$ cat src/rtl/axi_req_arbiter.sv
// ============================================================================
// axi_req_arbiter
// ----------------------------------------------------------------------------
// Purpose
//   Merges two SRAM-like requesters onto a single downstream SRAM-like port
//   that feeds an AXI bridge:
//     m0 : instruction side, read-only
//     m1 : data side, read or write
//   The address phase is arbitrated combinationally, so an accepted request
//   costs no extra cycle. A small in-order FIFO remembers which requester
//   owns each outstanding transaction. Each downstream completion is then
//   steered back to the right requester.
//
// Configuration
//   ARB_ROUND_ROBIN_EN (macro)
//     defined   : after every accepted address, priority passes to the
//                 other requester (alternating grants under contention).
//     undefined : m1 has strict priority over m0 and there is no
//                 priority register.
//
// Parameters
//   DEPTH : maximum number of accepted-but-unanswered requests.
//           Must be a power of two, 2..8.
//
// Ports
//   aclk        in   1   clock, all state on the rising edge
//   aresetn     in   1   asynchronous active-low reset
//   m0_req      in   1   instruction request
//   m0_cmd      in   34  {size[1:0], addr[31:0]}
//   m0_addr_ok  out  1   m0 address accepted this cycle
//   m0_data_ok  out  1   m0 read data returned this cycle
//   m1_req      in   1   data request
//   m1_cmd      in   71  {wr, size[1:0], wstrb[3:0], addr[31:0], wdata[31:0]}
//   m1_addr_ok  out  1   m1 address accepted this cycle
//   m1_data_ok  out  1   m1 read data / write completion this cycle
//   m_rdata     out  32  shared return data (passthrough of s_rdata)
//   s_req       out  1   downstream request
//   s_cmd       out  71  downstream command in m1_cmd layout
//   s_addr_ok   in   1   downstream address accepted
//   s_data_ok   in   1   downstream response valid
//   s_rdata     in   32  downstream read data
//   err         out  1   sticky flag: response seen with nothing outstanding
//
// Downstream assumptions
//   The downstream side returns responses in acceptance order. It never
//   answers a request in the same cycle that request is accepted.
// ============================================================================
module axi_req_arbiter #(
    parameter int DEPTH = 4
) (
    input  logic        aclk,
    input  logic        aresetn,

    input  logic        m0_req,
    input  logic [33:0] m0_cmd,
    output logic        m0_addr_ok,
    output logic        m0_data_ok,

    input  logic        m1_req,
    input  logic [70:0] m1_cmd,
    output logic        m1_addr_ok,
    output logic        m1_data_ok,

    output logic [31:0] m_rdata,

    output logic        s_req,
    output logic [70:0] s_cmd,
    input  logic        s_addr_ok,
    input  logic        s_data_ok,
    input  logic [31:0] s_rdata,

    output logic        err
);

    // ------------------------------------------------------------------------
    // Local sizing
    // ------------------------------------------------------------------------
    localparam int PW = (DEPTH > 1) ? $clog2(DEPTH) : 1;   // pointer width
    localparam int CW = $clog2(DEPTH) + 1;                  // count holds 0..DEPTH

    localparam logic [CW-1:0] FULL_CNT = CW'(DEPTH);
    localparam logic [CW-1:0] ZERO_CNT = '0;

    // Requester IDs as stored in the outstanding FIFO
    localparam logic ID_M0 = 1'b0;
    localparam logic ID_M1 = 1'b1;

    // ------------------------------------------------------------------------
    // State
    // ------------------------------------------------------------------------
    logic [CW-1:0]    r_count;     // outstanding transactions
    logic [PW-1:0]    r_wptr;      // next FIFO slot to write
    logic [PW-1:0]    r_rptr;      // oldest outstanding slot
    logic [DEPTH-1:0] r_ids;       // one requester ID per slot
    logic             r_lock;      // address phase pending, grant frozen
    logic             r_lock_id;   // requester the grant is frozen to
    logic             r_err;       // sticky stray-response flag

    // ------------------------------------------------------------------------
    // Combinational nets
    // ------------------------------------------------------------------------
    logic        w_full;
    logic        w_empty;
    logic        w_any_req;
    logic        w_prio;       // preferred requester when both request
    logic        w_gnt;        // granted requester ID
    logic        w_sreq;
    logic [70:0] w_m0_cmd_ext; // m0 command widened to the m1 layout
    logic [70:0] w_cmd;
    logic        w_push;
    logic        w_pop;
    logic        w_stray;
    logic        w_head;       // owner of the response being returned

    assign w_full    = (r_count == FULL_CNT);
    assign w_empty   = (r_count == ZERO_CNT);
    assign w_any_req = m0_req | m1_req;

    // ------------------------------------------------------------------------
    // Priority source
    // ------------------------------------------------------------------------
`ifdef ARB_ROUND_ROBIN_EN
    // Starts on m1. After each accepted address it flips to whichever
    // requester did not just win.
    logic r_prio;

    always_ff @(posedge aclk or negedge aresetn) begin
        if (!aresetn) begin
            r_prio <= ID_M1;
        end else if (w_push) begin
            r_prio <= ~w_gnt;
        end
    end

    assign w_prio = r_prio;
`else
    // Fixed priority: the data side always wins under contention.
    assign w_prio = ID_M1;
`endif

    // ------------------------------------------------------------------------
    // Grant selection
    // While an address phase is stalled (request out, no s_addr_ok), the
    // grant stays on the requester already presented. This keeps s_cmd stable
    // for the bridge, even if the other requester arrives with higher
    // priority.
    // ------------------------------------------------------------------------
    always_comb begin
        w_gnt = ID_M0;
        if (r_lock) begin
            w_gnt = r_lock_id;
        end else if (m0_req && m1_req) begin
            w_gnt = w_prio;
        end else begin
            w_gnt = m1_req ? ID_M1 : ID_M0;
        end
    end

    // ------------------------------------------------------------------------
    // Downstream request and command mux
    // Outputs are forced low during reset so that nothing leaks out while
    // the block is held in reset, even though the path is combinational.
    // ------------------------------------------------------------------------
    assign w_sreq       = aresetn & w_any_req & ~w_full;
    assign w_m0_cmd_ext = {1'b0, m0_cmd[33:32], 4'b0000, m0_cmd[31:0], 32'h0000_0000};
    assign w_cmd        = (w_gnt == ID_M1) ? m1_cmd : w_m0_cmd_ext;

    assign s_req = w_sreq;
    assign s_cmd = aresetn ? w_cmd : '0;

    // ------------------------------------------------------------------------
    // Address-phase handshake back to the requesters
    // ------------------------------------------------------------------------
    assign w_push = w_sreq & s_addr_ok;

    assign m0_addr_ok = w_push & (w_gnt == ID_M0);
    assign m1_addr_ok = w_push & (w_gnt == ID_M1);

    // ------------------------------------------------------------------------
    // Response routing
    // An empty FIFO with a same-cycle push is the only case where the
    // response owner is not yet stored. The owner is then the ID being
    // pushed, so take it straight from the grant. A response with nothing
    // outstanding and nothing being pushed has no owner. Drop it and flag
    // the protocol error.
    // ------------------------------------------------------------------------
    assign w_head  = w_empty ? w_gnt : r_ids[r_rptr];
    assign w_pop   = aresetn & s_data_ok & (~w_empty | w_push);
    assign w_stray = aresetn & s_data_ok & w_empty & ~w_push;

    assign m0_data_ok = w_pop & (w_head == ID_M0);
    assign m1_data_ok = w_pop & (w_head == ID_M1);
    assign m_rdata    = s_rdata;

    assign err = r_err;

    // ------------------------------------------------------------------------
    // Outstanding-ID FIFO storage
    // Contents need no reset. Only the pointers and count decide which slots
    // are valid.
    // ------------------------------------------------------------------------
    always_ff @(posedge aclk) begin
        if (w_push) begin
            r_ids[r_wptr] <= w_gnt;
        end
    end

    // ------------------------------------------------------------------------
    // FIFO pointers and occupancy
    // DEPTH is a power of two, so the pointers wrap naturally at their width.
    // A simultaneous push and pop advances both pointers and leaves the
    // count unchanged.
    // ------------------------------------------------------------------------
    always_ff @(posedge aclk or negedge aresetn) begin
        if (!aresetn) begin
            r_wptr  <= '0;
            r_rptr  <= '0;
            r_count <= '0;
        end else begin
            if (w_push) begin
                r_wptr <= r_wptr + 1'b1;
            end
            if (w_pop) begin
                r_rptr <= r_rptr + 1'b1;
            end
            case ({w_push, w_pop})
                2'b10:   r_count <= r_count + 1'b1;
                2'b01:   r_count <= r_count - 1'b1;
                default: r_count <= r_count;
            endcase
        end
    end

    // ------------------------------------------------------------------------
    // Grant lock
    // Set whenever a request is presented but not accepted. Clears on
    // acceptance. Also clears when the FIFO is full, because s_req is then
    // low and nothing is being presented.
    // ------------------------------------------------------------------------
    always_ff @(posedge aclk or negedge aresetn) begin
        if (!aresetn) begin
            r_lock    <= 1'b0;
            r_lock_id <= ID_M0;
        end else begin
            r_lock    <= w_sreq & ~s_addr_ok;
            r_lock_id <= w_gnt;
        end
    end

    // ------------------------------------------------------------------------
    // Sticky error flag, cleared only by reset
    // ------------------------------------------------------------------------
    always_ff @(posedge aclk or negedge aresetn) begin
        if (!aresetn) begin
            r_err <= 1'b0;
        end else if (w_stray) begin
            r_err <= 1'b1;
        end
    end

endmodule

$ cat config.mk
export PLATFORM = sky130hd
export DESIGN_NAME = axi_req_arbiter
export DESIGN_NICKNAME = d
export VERILOG_FILES = /design/src/rtl/axi_req_arbiter.sv
export SDC_FILE = /design/constraint.sdc
export NUM_CORES = 1
export LEC_CHECK = 0
export ABC_AREA = 0
export CAP_MARGIN = 0
export CELL_PAD_IN_SITES_DETAIL_PLACEMENT = 0
export CELL_PAD_IN_SITES_GLOBAL_PLACEMENT = 1
export CORE_AREA = 8 8 90 92
export CTS_CLUSTER_DIAMETER = 100
export DETAILED_ROUTE_END_ITERATION = 7
export DIE_AREA = 0 0 98 100
export DONT_BUFFER_PORTS = 1
export PLACE_DENSITY_LB_ADDON = 0.1
export RECOVER_POWER = 25
export SYNTH_ARGS = -nofsm -noshare
export SYNTH_HDL_FRONTEND = slang
export SYNTH_SLANG_ARGS = --single-unit
$ cat constraint.sdc
create_clock -name aclk -period 5 [get_ports aclk]
set_input_delay 1 -clock aclk [delete_from_list [all_inputs] [get_ports aclk]]
set_output_delay 1 -clock aclk [all_outputs]
set_load 0.02 [all_outputs]
==> Word-level counts from Yosys, hierarchy flattened <==
Cells that the tools add are included.
{ "word_totals": {"input_bits": 143, "latch_bits": 0, "output_inout_bits": 109, "memories": 0, "reg_bits": 14, "ram_bits": 0, "mem_bits_ro": 0} }
{ "op_classes": {"order_cmp": 3, "div": 0, "eq_ne": 3, "n_mux": 12, "n_bitwise": 20, "addsub": 4, "shifts": 0, "reduce_logical": 4, "n_mul": 0} }
{ "ops": {"columns": ["op", "count"], "rows": [
  ["$mux W71", 2],
  ["$and A1 B1 Y1", 12],
  ["$lt A2 B3 Y1 const B", 2],
  ["$mux W1", 6],
  ["$not A1 Y1", 6],
  ["$pmux W3 S2", 1],
  ["$add A2 B1 Y2 const B", 2],
  ["$bwmux W4", 1],
  ["$add A3 B1 Y3 const B", 1],
  ["$eq A3 B3 Y1 const B", 1],
  ["$logic_not A3 Y1", 1],
  ["$sub A3 B1 Y3 const B", 1],
  ["$bmux W1 S2", 1],
  ["$demux W1 S2", 1],
  ["$eq A2 B1 Y1 const B", 1],
  ["$eq A2 B2 Y1 const B", 1],
  ["$ge A2 B1 Y1 const B", 1],
  ["$logic_and A1 B1 Y1", 2],
  ["$or A1 B1 Y1", 2],
  ["$reduce_bool A2 Y1", 1]
]} }

==> Depth between registers and ports, before layout <==
Gate-level depths: netlist of the first run.
{ "logic_depth": {"word_depth": 8, "depth_mapped": 9, "ltp_nobuf": 9} }

==> Least setup slack after synthesis of the first run <==
No wires, ideal clock.
{ "synth_path": {"kind": "input to output", "start": "in aresetn", "end": "out s_cmd[61]", "path_stages": 3, "path_slack_ps": 1987, "t_arrival_ps": 2013, "cell_sequence": "clkbuf_1 clkbuf_1 a21boi_0"} }
{ "synth_between": {"elab_chain_cells": 1} }
{ "synth_rtl": {"columns": ["element", "line", "source"], "rows": [
  ["from (decl)", "52", "input logic aresetn,"],
  ["$mux W71", "169", "assign s_cmd = aresetn ? w_cmd : '0;"],
  ["to (decl)", "67", "output logic [70:0] s_cmd,"]
]} }
Every way passes these cells.

==> Worst setup path in the final report of the first run <==
{ "layout_path": {"start": "in m1_req", "end": "out m1_data_ok"} }
{ "layout_between": {"elab_chain_cells": 7} }
{ "layout_rtl": {"columns": ["element", "line", "source"], "rows": [
  ["from (decl)", "59", "input logic m1_req,"],
  ["$or A1 B1 Y1", "117", "assign w_any_req = m0_req | m1_req;"],
  ["$and A1 B1 Y1 (2 in series)", "164", "assign w_sreq = aresetn & w_any_req & ~w_full;"],
  ["$and A1 B1 Y1", "174", "assign w_push = w_sreq & s_addr_ok;"],
  ["$or A1 B1 Y1", "188", "assign w_pop = aresetn & s_data_ok & (~w_empty | w_push);"],
  ["$and A1 B1 Y1", "188", null],
  ["$and A1 B1 Y1 *", "192", "assign m1_data_ok = w_pop & (w_head == ID_M1);"],
  ["to (decl)", "62", "output logic m1_data_ok,"]
]} }
Every way passes the cells marked *; elsewhere a longest branch is shown, timed or not.

==> results of run 1 <==
==> registers in the layout (all words and copies together), names as in the netlist <==
signal / flops
r_lock_id: 1
err: 1
r_wptr: 2
r_lock: 1
r_count: 3
r_ids: 4
r_rptr: 2
==> power by group through the flow <==
stage               Sequential, mW  Combinational [mW]  Clock [mW]
floorplan                    0.193               0.301           0
detailed placement           0.202               0.294           0
finish                       0.197               0.286      0.0956
global placement             0.199               0.287           0
CTS                          0.200               0.295      0.0987
global route                 0.204               0.317       0.103
==> final cells by class <==
cell class	instances	area [µm²]	share of cell area (%)
Timing Repair Buffer	3	22.5	1.35
Sequential cell	14	370	22.2
Inverter	9	33.8	2.02
Clock buffer	4	45.0	2.70
Tap cell	80	100	5.99
Multi-Input combinational cell	180	1100	65.8
==> per-layer routing <==
metal	part of all wire (%)	track usage, %
met1	33	10.2
met2	50	20.3
met3	15	7.20
met4	1.8	5.64
met5	0	0
==> kinds of logic after synthesis <==
| family | synth area share (%) |
|---|---|
| fa+ha+maj | 4.38 |
| mux | 3.52 |
| xor+xnor | 2.79 |
| buf+inv | 21.2 |
| simple gates | 30.5 |
| compound gates | 18.0 |
| flops | 19.6 |
==> cell usage after synthesis <==
cell,n,area share [%]
sky130_fd_sc_hd__a211oi_1,1,0.40
sky130_fd_sc_hd__a211oi_4,1,1.1
sky130_fd_sc_hd__a21boi_0,4,1.6
sky130_fd_sc_hd__a21boi_1,30,12
sky130_fd_sc_hd__a21oi_1,4,1.1
sky130_fd_sc_hd__a41o_1,1,0.53
sky130_fd_sc_hd__and2_1,7,2.3
sky130_fd_sc_hd__and3_1,37,12
sky130_fd_sc_hd__buf_2,2,0.53
sky130_fd_sc_hd__buf_4,32,13
sky130_fd_sc_hd__buf_6,7,4.2
sky130_fd_sc_hd__clkbuf_1,10,2.0
sky130_fd_sc_hd__dfrtp_1,10,13
sky130_fd_sc_hd__edfxtp_1,4,6.4
sky130_fd_sc_hd__fa_1,1,1.1
sky130_fd_sc_hd__ha_1,5,3.3
sky130_fd_sc_hd__inv_1,8,1.6
sky130_fd_sc_hd__inv_2,1,0.20
sky130_fd_sc_hd__mux2_1,1,0.60
sky130_fd_sc_hd__mux2i_1,1,0.53
sky130_fd_sc_hd__mux2i_4,1,1.2
sky130_fd_sc_hd__mux4_2,1,1.2
sky130_fd_sc_hd__nand2_1,69,14
sky130_fd_sc_hd__nand2b_1,1,0.33
sky130_fd_sc_hd__nand3_1,2,0.53
sky130_fd_sc_hd__nor2_1,2,0.40
sky130_fd_sc_hd__nor3_2,1,0.53
sky130_fd_sc_hd__o211a_1,1,0.53
sky130_fd_sc_hd__o211ai_1,1,0.40
sky130_fd_sc_hd__o21ai_2,1,0.46
sky130_fd_sc_hd__or2_1,1,0.33
sky130_fd_sc_hd__xnor2_1,3,1.4
sky130_fd_sc_hd__xor2_1,3,1.4
==> worst register-to-register path: cells and delay by family (launching register included) <==
kind | cells | cell delay, ps
and+or+nand+nor | 2 | 140
xor gates and xnor gates | 2 | 280
AOI/OAI and AO/OA | 1 | 850
DFF | 1 | 420
adders and majority gates | 2 | 440
buffers and inverters | 2 | 170
==> per-stage QoR <==
| step | hold slack [ps] | cell area [µm²] | power [mW] |
|---|---|---|---|
| finish | 447 | 1670 | 0.578 |
| global route | 433 | 1670 | 0.624 |
| CTS | 439 | 1690 | 0.594 |
| detailed placement | 474 | 1640 | 0.496 |
| global placement | 476 | 1640 | 0.486 |
| floorplan | 450 | 1890 | 0.494 |
==> worst paths after layout <==
kind                       cells past startpoint          to
min in group aclk                              1   r_rptr[1]
hold / removal                                 0  r_count[0]
setup / recovery                               5  m1_data_ok
max in group asynchronous                      0   r_wptr[0]
hold reg to reg                                1   r_rptr[1]
setup reg to reg                               9  r_count[2]
==> impl_summary.md, run 1 <==
Clock network
The tree built by TritonCTS fans out to 14 sinks. For the worst-skew pair, the clock arrives at the later sink with an insertion delay of 250 ps. The maximum clock path buffer count is 2. The clock transition at the registers of the reported paths is 60 ps. In this run, post-CTS hold repair placed 0 buffers. Buffers added to address setup during post-CTS repair amount to 0. The master cell of the clock root buffer is sky130_fd_sc_hd__clkbuf_8. Gates resized during post-CTS repair numbered 0. The clock tree from TritonCTS is done. The number of levels in the clock H-tree is 1.

The number of buffers inserted during clock tree synthesis is 3.

Timing
Setup violations remaining at the end of the flow were counted as 0. Setup repair after global routing left no endpoint under its margin. Of the available clock period, the critical path in the final layout requires around four fifths. In the post-route analysis, the smallest setup slack over all paths is approximately 940 ps. The measured slew at the worst slew-check pin is about 1600 ps. The final hold violation count is 0. The final period demand of the worst path is 4060 ps.

For this run, the top clock speed supported by timing is 0.246 GHz. The post-route setup TNS is 0 ps. The remaining max-slew budget at the tightest pin is -10.0%.

The final count of pins violating max slew is 68. The largest clock skew in the final design is 3.15 ps.

Logic synthesis
After technology mapping, the gate count stands at ~250. A synthesized cell averages about 7.4 µm². The number of warnings reported in the yosys synthesis log is 0.

The number of nets handed over by synthesis was a little over 400. The area of the mapped netlist is 1890 µm². Counting distinct cell types in the post-synthesis netlist gives 33. The number of synthesized register bits is 14. For this run, the register share of the synthesized area comes to 19.6%.

Global route
The global-route usage over all layers is 11.6%. The first-pass GRT wire length is 9250 µm. The total grt overflow is 0. Entering global routing, the biggest net connects 87 pins.

The via count of the first global-routing pass came to approximately 1600. The initial antenna violation count is 0.

Setup path
The data arrival time of the worst path is 3060 ps. The critical path required time is 4000 ps. For this run, the slowest stage of the critical path takes 1160 ps. The kind of start point of the critical path is a primary input. The family with the most delay on the worst path is buffers and inverters. Counting both buffers and inverters, the worst setup path holds a total of 2. In this run the critical register-to-register path is launched from r_count[0].

The critical path launch point is m1_req. The critical path is of the in2out type. STA classifies the critical path endpoint as an output pin.

The critical path goes through mux2i_4 -> inv_1 -> buf_4 -> nand3_1 -> a21oi_1. The slowest cell on the critical path is sky130_fd_sc_hd__inv_1. Setup slack on the worst reg-to-reg path comes out at 2570 ps. In this run the worst path has a maximum fanout of 67.

Placement
At the end of routability-driven placement, the weighted congestion stood at 0.733. The number of port buffers is 0. After detailed placement, the design holds a cell count of 286. The pre-CTS worst setup slack is 1470 ps. Detailed placement ended at an HPWL of 5430 µm.

Final layout
The repair_antennas step left the layout with diodes totalling 0. Leaving out fill and tap cells, the most frequent cell in the layout is sky130_fd_sc_hd__nand2_1. The share of cells above drive strength 1 is approximately 4.3%.

The count of cells in the finished layout, fillers not included, comes to 290. The final net count is 360. The area added between synthesis and finish is -11.4%. The utilization after layout is 25.1%. Fill cells in the final layout number between 700 and 800. In the layout the commonest cells are 69 x sky130_fd_sc_hd__nand2_1, 37 x sky130_fd_sc_hd__and3_1, 30 x sky130_fd_sc_hd__a21boi_1.

Drt
The via count normalized by instance count is 5.44. The final antenna-violating net count is 0. The iteration count of the initial detailed-routing pass is 4.

The detailed router finished its first iteration with 86 violations. After detailed routing, the number of remaining DRC violations is 0. The mean routed wirelength per cell is 22.3 µm.

The total number of vias is 1578. The sum of routed wire length over all layers is between 6000 and 7000 µm.

Die
The total area inside the core boundary comes to 6640 µm². The number of ports placed on the die boundary is 252. From left edge to right edge, the die measures 98 µm. The initialized floorplan defines 30 standard-cell rows. The starting density of the core is 28.4%. The die footprint is between 9000 and 10000 µm². The die is 100 µm tall.

Power
In this run switching power makes up 45.7% of total power. The cell internal power dissipation is 314 µW. The switching power is 264 µW.

The share of total power in combinational logic is 49.4%. The share of power burned in registers is 34.0%. The standby leakage power is 0.825 nW.

The power density normalized to cell area is 346 nW/µm². The peak supply drop is around 0.0002 V. The share of power burned in the clock network is approximately 17%.

Outcome
The checks that failed: max-capacitance violations, max-slew violations. The run finished, with violations left.

Job
The reported max-cap violation count is 1.

Min path
The worst hold path belongs to the class in2async.
Note: power is estimated with default switching activity, not from simulation.
==> run 2: changes to the inputs <==
--- a/config.mk
+++ b/config.mk
@@ -9,10 +9,10 @@
 export CAP_MARGIN = 0
 export CELL_PAD_IN_SITES_DETAIL_PLACEMENT = 0
 export CELL_PAD_IN_SITES_GLOBAL_PLACEMENT = 1
-export CORE_AREA = 8 8 90 92
+export CORE_AREA = 8 8 92 94
 export CTS_CLUSTER_DIAMETER = 100
 export DETAILED_ROUTE_END_ITERATION = 7
-export DIE_AREA = 0 0 98 100
+export DIE_AREA = 0 0 100 102
 export DONT_BUFFER_PORTS = 1
 export PLACE_DENSITY_LB_ADDON = 0.1
 export RECOVER_POWER = 25
==> constraint.sdc (replaced) <==
create_clock -name aclk -period 3.29 [get_ports aclk]
set_input_delay 0.658 -clock aclk [delete_from_list [all_inputs] [get_ports aclk]]
set_output_delay 0.658 -clock aclk [all_outputs]
set_load 0.02 [all_outputs]
==> run 2 against run 1 <==
The flow now finishes without violations. Count of clock-buffer cells in the layout unchanged. Design area grew 3.4%. Clock power up 45%. Global-route usage fell by 1.2 points. Total power rose by 50%. Clock skew decreased by 1.4 ps. Utilization shrank 0.66 points. Sequential share of layout area fell by 0.74 points. Setup slack worse by 490 ps. Hold slack worse by 330 ps. Via count is 1.4% lower. Critical path type is now reg2out. Largest cell class unchanged.
==> impl_summary.md, run 2 (synthesis results as in run 1) <==
Drt
The final route contains 1556 vias. The routed design has 6140 µm of wire. The mean routed wirelength per cell is 19.7 µm. After detailed routing, the number of vias per cell comes to 4.99. Once detail routing completed, the nets flagged for antenna violations numbered 0. The first detailed-routing pass ran for 4 iterations.

For this block, the initial DRC count from the detailed router was 61. After detailed routing, the number of remaining DRC violations is 0.

Timing
Setup repair after global routing left no endpoint under its margin. The final hold slack is 115 ps. For the pin with the worst max-slew slack, the measured transition is 902 ps. The maximum clock frequency is 0.352 GHz. The share of the cycle needed by the critical path after routing is 86.4%. Setup violations remaining at the end of the flow were counted as 0. The setup slack of the critical path after layout is 447 ps. For the final routed database, the setup TNS stands at 0 ps. The final count of pins violating max slew is 0. For the final database, setup skew stands at roughly 1.7 ps. The remaining max-slew budget at the tightest pin is 39.5%. The final hold violation count was 0. The final period demand of the worst path is 2840 ps.

Die
The number of ports placed on the die boundary is 252. Once the floorplan was initialized, standard cells occupied about a quarter of the core. The floorplan step set the die width to ~100 µm. The die is ~100 µm tall.

The standard cell core area is about 7100 µm². The floorplan step defined a die boundary enclosing 10200 µm². In this run the core area contains 31 standard-cell rows.

Setup path
The worst reg-to-reg setup slack is 970 ps. The data arrival time of the worst path is 2180 ps. The worst setup path is of the reg2out kind. The endpoint of the most critical register-to-register path is r_count[2]. The endpoint kind of the worst setup timing path is an output pin.

The critical path required time is around 2600 ps. The slowest cell on the critical path is sky130_fd_sc_hd__inv_1. The critical path starts at r_lock. The worst setup path is launched from a flip-flop. The critical path goes through mux2i_4 -> inv_1 -> buf_12 -> nand2_1 -> a21boi_1. In this run the worst setup path terminates at s_cmd[57]. On the worst path, the slowest cell contributes a delay of 520 ps. The largest fanout on the critical path is 52.

The depth of the worst register-to-register path is 9. The worst flop-to-flop path startpoint is r_count[0].

Global route
Entering global routing, the biggest net connects 87 pins. The total grt overflow is 0. The via count of the first global-routing pass is 1628. The global-route usage over all layers is 10.3%. The initial antenna violation count is 0. The first-pass GRT wire length is ~8700 µm.

Clock network
Once the clock tree was built, the resizer swapped 0 gates to a different size. The number of levels in the clock H-tree is 1. The clock sink total is 14. Clock-pin slew was measured on the worst setup and hold paths at roughly 50 ps.

The buffers inserted during post-CTS setup optimization is 0. The clock passes through at most 2 buffers. The insertion delay to the later sink of the worst-skew pair is 240 ps.

TritonCTS built the clock tree. The master cell of the clock root buffer is sky130_fd_sc_hd__clkbuf_8. The number of buffers inserted during clock tree synthesis is 3. For this design, the CTS-stage hold fixing added 0 buffers.

Final layout
The register with the most flip-flops in the layout has 4 of them. The largest registers in the layout are r_ids (4), r_count (3). Counting the fill cells in the layout gives roughly 800. The area of all placed cells without fillers is 1730 µm². The post-route netlist has under 10% of its cells at a drive strength greater than 1. The most common cell after layout, fill and taps aside is sky130_fd_sc_hd__nand2_1.

The top cell types in the final layout, fill and taps aside, are 69 x sky130_fd_sc_hd__nand2_1, 37 x sky130_fd_sc_hd__and3_1, 30 x sky130_fd_sc_hd__a21boi_1. The area taken by flip-flops and latches is 370 µm². From synthesis to final layout, the design area changed by -8.36%. The number of antenna repair diodes is 0. For this run, the post-layout net count is roughly 360. The register with the highest flop count is r_ids. The area of the multi-input gates is 1100 µm².

Placement
Summing all placed instances gives a cell area of around 1700 µm². Before CTS, the worst setup slack after placement is slightly above 800 ps. The global placement routability congestion is 0.887. The number of port buffers is 0. The detailed placement HPWL is 5140 µm.

Min path
The class of the most critical hold timing path is in2async.

Power
Total power for the finished layout comes to 869 µW. The power density normalized to cell area is 503 nW/µm². The standby leakage power is 0.850 nW.

The peak supply drop is 0.000339 V.

Outcome
The run finished with clean final reports.

Job
The tool flagged a number of max-cap violations equal to 0.
## run 2: cell types whose count changed in the layout (fill, tap and decap cells not counted), sizes merged
cell / previous run / this run
buf: 3 / 6
## run 2: cell type report
cell class	count	area share, %
clock buffer	4	2.61
inverter	9	1.96
multi-input combinational	180	63.5
sequential	14	21.4
tap	99	7.17
timing repair buffer	6	3.33
## run 2: critical path: cells and delay by family, from the launching register on
kind	cells	cell delay [ps]
compound gates	1	450
simple gates	1	70
mux	1	190
buf+inv	2	810
flops	1	400
## run 2: worst min-delay path by stage
stage | startpoint | end | slack (ps) | depth (start not counted)
6_report | aresetn | r_count[0] | 110 | 0
4_1_cts | aresetn | r_rptr[1] | 110 | 0
3_5_place_dp | aresetn | r_count[0] | 360 | 0
3_3_place_gp | aresetn | r_count[0] | 360 | 0
2_1_floorplan | aresetn | err | 360 | 0
5_1_grt | aresetn | r_count[2] | 100 | 0
## run 2: layer usage
layer	share of wire, %	track usage (%)	vias to the layer above	wire (µm)
met5	0	0	-	0
met3	14	4.97	10	867
li1	-	-	725	-
met1	35	10.9	701	2120
met2	51	18.5	120	3110
met4	0.63	1.98	0	39
## run 2: stage by stage
stage                     cells  util (%)
after CTS                   312      24.7
after global placement      308      24.1
after global routing        312      24.5
after floorplan             254         -
final                       312      24.5
after detailed placement    308      24.1
## run 2: report_power, final
group / internal [mW] / switching, mW
Clock: 0.0853 / 0.0538
Combinational: 0.155 / 0.279
Sequential: 0.240 / 0.0561
Total: 0.480 / 0.389
